--- src/rtl/comb_answer_bcd_if.sv ---
// Handshake bundle between the combination controller and the BCD display stage.
// The controller side uses master, the converter side uses slave.
interface comb_answer_bcd_if #(
    parameter int WIDTH  = 15,
    parameter int DIGITS = 5
);
    logic                  start;
    logic [WIDTH-1:0]      answer;
    logic                  busy;
    logic                  done;
    logic [4*DIGITS-1:0]   bcd;

    modport master (
        output start,
        output answer,
        input  busy,
        input  done,
        input  bcd
    );

    modport slave (
        input  start,
        input  answer,
        output busy,
        output done,
        output bcd
    );
endinterface

--- src/rtl/comb_answer_bcd.sv ---
// Binary-to-packed-BCD converter for the answer count.
// Uses a double-dabble loop that processes one bit per clock.
module comb_answer_bcd #(
    parameter int WIDTH  = 15,
    parameter int DIGITS = 5
) (
    input  logic              clk,
    input  logic              rst,
    comb_answer_bcd_if.slave  io
);
    localparam int CW = $clog2(WIDTH + 1);
    localparam int BW = 4 * DIGITS;

    typedef enum logic [1:0] {
        S_IDLE,
        S_SHIFT,
        S_DONE
    } state_e;

    state_e            state_q, state_d;
    logic [WIDTH-1:0]  bin_q, bin_d;
    logic [BW-1:0]     scr_q, scr_d;
    logic [CW-1:0]     cnt_q, cnt_d;
    logic [BW-1:0]     bcd_q, bcd_d;
    logic              done_q, done_d;

    logic [BW-1:0]       adj;
    logic [BW+WIDTH-1:0] cat;

    // Add-3 on every digit that would overflow past 9 after doubling.
    always_comb begin
        adj = scr_q;
        for (int i = 0; i < DIGITS; i++) begin
            if (scr_q[4*i +: 4] >= 4'd5) begin
                adj[4*i +: 4] = scr_q[4*i +: 4] + 4'd3;
            end
        end
        cat = {adj, bin_q} << 1;
    end

    always_comb begin
        state_d = state_q;
        bin_d   = bin_q;
        scr_d   = scr_q;
        cnt_d   = cnt_q;
        bcd_d   = bcd_q;
        done_d  = 1'b0;
        unique case (state_q)
            S_IDLE: begin
                if (io.start) begin
                    bin_d   = io.answer;
                    scr_d   = '0;
                    cnt_d   = CW'(WIDTH);
                    state_d = S_SHIFT;
                end
            end
            S_SHIFT: begin
                scr_d = cat[BW+WIDTH-1:WIDTH];
                bin_d = cat[WIDTH-1:0];
                cnt_d = cnt_q - 1'b1;
                // Result lands with the final shift so bcd and done align.
                if (cnt_q == CW'(1)) begin
                    bcd_d   = cat[BW+WIDTH-1:WIDTH];
                    done_d  = 1'b1;
                    state_d = S_DONE;
                end
            end
            S_DONE: begin
                state_d = S_IDLE;
            end
            default: begin
                state_d = S_IDLE;
            end
        endcase
    end

    always_ff @(posedge clk) begin
        if (rst) begin
            state_q <= S_IDLE;
            bin_q   <= '0;
            scr_q   <= '0;
            cnt_q   <= '0;
            bcd_q   <= '0;
            done_q  <= 1'b0;
        end else begin
            state_q <= state_d;
            bin_q   <= bin_d;
            scr_q   <= scr_d;
            cnt_q   <= cnt_d;
            bcd_q   <= bcd_d;
            done_q  <= done_d;
        end
    end

    assign io.busy = (state_q != S_IDLE);
    assign io.done = done_q;
    assign io.bcd  = bcd_q;
endmodule

--- src/flat_wrapper.sv ---
// flat-port wrapper written by rule: the top's interface ports become plain ports
module comb_answer_bcd_flat 
#(
    parameter int WIDTH  = 15,
    parameter int DIGITS = 5
)
  (clk, rst, io_start, io_answer, io_busy, io_done, io_bcd);
  comb_answer_bcd_if #(.WIDTH(WIDTH), .DIGITS(DIGITS)) io_i ();
  input  logic clk;
  input  logic rst;
  input wire logic [$bits(io_i.start)-1:0] io_start;
  input wire logic [$bits(io_i.answer)-1:0] io_answer;
  output wire logic [$bits(io_i.busy)-1:0] io_busy;
  output wire logic [$bits(io_i.done)-1:0] io_done;
  output wire logic [$bits(io_i.bcd)-1:0] io_bcd;
  assign io_i.start = io_start;
  assign io_i.answer = io_answer;
  assign io_busy = io_i.busy;
  assign io_done = io_i.done;
  assign io_bcd = io_i.bcd;
  comb_answer_bcd #(.WIDTH(WIDTH), .DIGITS(DIGITS)) u_core (.clk(clk), .rst(rst), .io(io_i));
endmodule
--- config.mk ---
export PLATFORM = sky130hd
export DESIGN_NAME = comb_answer_bcd_flat
export DESIGN_NICKNAME = d
export VERILOG_FILES = /design/src/rtl/comb_answer_bcd_if.sv /design/src/rtl/comb_answer_bcd.sv /design/src/flat_wrapper.sv
export SDC_FILE = /design/constraint.sdc
export NUM_CORES = 1
export LEC_CHECK = 0
export ABC_AREA = 1
export CAP_MARGIN = 20
export CORE_AREA = 2 2 76 78
export CTS_BUF_LIST = sky130_fd_sc_hd__clkbuf_4
export DETAILED_ROUTE_END_ITERATION = 6
export DIE_AREA = 0 0 78 80
export PLACE_DENSITY = 0.81
export SLEW_MARGIN = 20
export SYNTH_ARGS = -nofsm -noshare
export SYNTH_HDL_FRONTEND = slang
export SYNTH_SLANG_ARGS = --single-unit
--- constraint.sdc ---
create_clock -name clk -period 1.5 [get_ports clk]
set_clock_uncertainty 0.05 [all_clocks]
set_input_delay 0.375 -clock clk [delete_from_list [all_inputs] [get_ports clk]]
set_output_delay 0.375 -clock clk [all_outputs]
set_load 0.05 [all_outputs]
==> reports/summary.txt, run 1 <==
Worst Path Max Fanout: 2
Slew at the pin closest to its max-slew limit: 0.2601 ns
Leak pwr: 1.728 nW
P&R area growth vs syn: 35.02%
Cts hold-fix bufs: 0
Clk sink count: 62
Slew Viols, Final: 0
Total gr overflow: 0
Combinational power share: 0.182
Diodes inserted: 0
Startpoint Class: flop
Antenna viol nets, final: 0
Post-route DRC: 0
Clk pwr share: 0.315
Synth warn: 0
DR WL/cell: 14.48 um
Largest net degree at the start of global routing: 39
Crit Path Class: flop to primary output
Post-synthesis net count: 428
Cell Area, Synth: 3015 um^2
Commonest non-fill, non-tap cell in the layout: nand2_1
Routed WL: 7716 um
Sw frac: 0.2839
Number of global-route vias before repair: 2629
Initial antenna violation count: 0
Clock root buffer: clkbuf_4
CP endpoint kind: primary output
Unrepaired setup endpoints after global routing: true
Placed Cells incl. Taps: 508
H-Tree Depth: 3
RR Startpoint: u_core.cnt_q[1]
Die Wd: 78 um
Seq cells post-synth: 62
Clock buffer depth: 2
Die Y: 80 um
Syn_area_per_cell: 7.576 um^2
Final Setup Violations: 1
Seq/Total Area, Yosys: 0.4116
Sw power: 0.0009944 W
Final nets: 486
Clock latency on the worst-skew pair: 0.42 ns
Cell Int Power: 0.002508 W
Share of layout cells above drive strength 1: 0.2451
Num rows: 27
Final Cycle Share: 1.024
Vias: 2859
Required time worst endpoint: 1.07 ns
Final core occ: 0.7532
Die ar.: 6240 um^2
Detailed Place HPWL: 4595 um
Worst-path cell chain: nor2_4 > inv_2 > buf_12
Max Cap Violations: 0
Maximum vdd drop: 0.0007159 V
TritonCTS Buffers: 9
Slew margin rel.: 0.8254
Part of the power in registers: 0.503
Hold path startpoint: u_core.bin_q[1]
Final Hold Viols: 0
Power Total: 0.003502 W
GRT Util Overall: 0.2315
Cells on Worst Hold Path: 2
Setup WS post-layout: -0.03550 ns
P per Cell Area: 860.2 nW/um^2
CTS tree: done
Max Clock Freq: 651.3 MHz
Crit path from: u_core.state_q[1]
First-pass DRT Iterations: 5
First-pass GRT wire length: 11390 um
Min-delay worst type: flop to flop
Slowest cell delay on critical path: 0.37 ns
Initial Util: 0.5579
Drt initial violations: 199
Most frequent cells in the layout: nand2_1, dfxtp_1, nor2_1
Core area: 5405 um^2
R2R cell count: 7
Ports: 40
Crit path time final: 1.536 ns
Failing checks: setup timing
CP Data Arrival Time: 1.11 ns
Clock transition at path regs: 0.11 ns
Avg Vias per Cell: 5.364
Gpl congestion: 0.8484
Crit path max-delay cell type: dfxtp_4
Synth cell types: 28
Synth Instances: 398
I/O Buffers: 39
Setup tns final: -0.03550 ns
Non-filler cells, final: 533
Status: complete, but fails checks
## stage by stage
step	setup WS [ns]	area, um^2	hold WS (ns)
after floorplan	0.1859	3015	0.3894
after CTS	-0.03801	3889	0.4175
after global placement	-0.1090	3741	0.3997
after detailed placement	-0.1293	3741	0.4029
after global routing	-0.08196	4071	0.4409
final	-0.03550	4071	0.4181
## final cells by class
| cell class | count | area, um^2 |
|---|---|---|
| multi-input combinational | 281 | 1544 |
| fill | 370 | 1334 |
| sequential | 62 | 1254 |
| timing repair buffer | 65 | 908.4 |
| inverter | 37 | 147.6 |
| tap | 72 | 90.09 |
| clock buffer | 10 | 75.07 |
| clock inverter | 6 | 52.55 |
## registers in the layout (all words and copies together), names as in the netlist
register,flops
u_core.bin_q,15
u_core.cnt_q,4
u_core.io.bcd,20
u_core.io.done,1
u_core.scr_q,20
u_core.state_q,2
## synth_stat cells
master | n | share of area
a211oi_1 | 1 | 0.0025
a21oi_1 | 34 | 0.056
a21oi_2 | 10 | 0.029
a22oi_1 | 10 | 0.025
a31oi_1 | 3 | 0.0062
buf_1 | 1 | 0.0012
buf_2 | 1 | 0.0017
buf_4 | 2 | 0.0050
buf_6 | 7 | 0.026
buf_8 | 1 | 0.0050
clkbuf_1 | 6 | 0.0075
clkinv_2 | 1 | 0.0017
dfxtp_1 | 62 | 0.41
ha_1 | 12 | 0.050
inv_1 | 31 | 0.039
inv_2 | 4 | 0.0050
inv_4 | 1 | 0.0021
nand2_1 | 101 | 0.13
nand2_2 | 2 | 0.0041
nand2_4 | 1 | 0.0037
nand3_1 | 16 | 0.027
nand3_2 | 11 | 0.037
nand4_1 | 10 | 0.021
nor2_1 | 40 | 0.050
nor2_2 | 1 | 0.0021
nor2_8 | 1 | 0.0066
o21a_1 | 4 | 0.010
o21ai_0 | 24 | 0.040
## cell families (layout without fill, tap and decap cells)
logic type	after synthesis	in the layout	synth area share
buffers and inverters	55	118	0.09377
AO/OA/AOI/OAI	86	86	0.1689
adder cells (fa/ha/maj)	12	12	0.04979
AND/OR/NAND/NOR	183	183	0.2759
flip-flops	62	62	0.4116
## critical path, delay by kind of cell, from the launching register on
kind	cells	cell delay, ns
flip-flops	1	0.37
AND/OR/NAND/NOR	1	0.12
buffers and inverters	2	0.20
## path summary, 6_finish.rpt
check	endpoint	slack [ns]
setup / recovery	io_busy	-0.04
hold / removal	u_core.bin_q[1]	0.42
setup reg to reg	u_core.io.bcd[19]	0.07
hold reg to reg	u_core.bin_q[1]	0.42
## timing repair
| action | in CTS | in global routing |
|---|---|---|
| buffers inserted | 1 | 5 |
| setup endpoints to repair | 1 | 25 |
| pin swaps | 0 | 4 |
| cloned | 0 | 3 |
| endpoints found under the hold margin | 0 | 0 |
| gates resized for setup | 6 | 25 |
## power groups by stage
stage / Combinational (W) / Clock, W / Sequential (W)
floorplan: 0.000277 / 0 / 0.00186
global placement: 0.000556 / 0 / 0.00180
detailed placement: 0.000566 / 0 / 0.00180
CTS: 0.000578 / 0.00112 / 0.00176
global route: 0.000682 / 0.00119 / 0.00177
finish: 0.000636 / 0.00110 / 0.00176
## per-layer routing
layer | GRT usage | wire, um
met1 | 0.2594 | 3151
met2 | 0.4060 | 3932
met3 | 0.07014 | 463
met4 | 0.1018 | 169
met5 | 0 | 0
Power figures use the tool's default switching activity.
==> run 2, diff against run 1 <==
--- a/config.mk
+++ b/config.mk
@@ -12,6 +12,7 @@
 export DETAILED_ROUTE_END_ITERATION = 6
 export DIE_AREA = 0 0 78 80
 export PLACE_DENSITY = 0.81
+export RECOVER_POWER = 25
 export SLEW_MARGIN = 20
 export SYNTH_ARGS = -nofsm -noshare
 export SYNTH_HDL_FRONTEND = slang
==> results of run 2 <==
No change in the layout: final DEF, timing and power equal those of run 1.
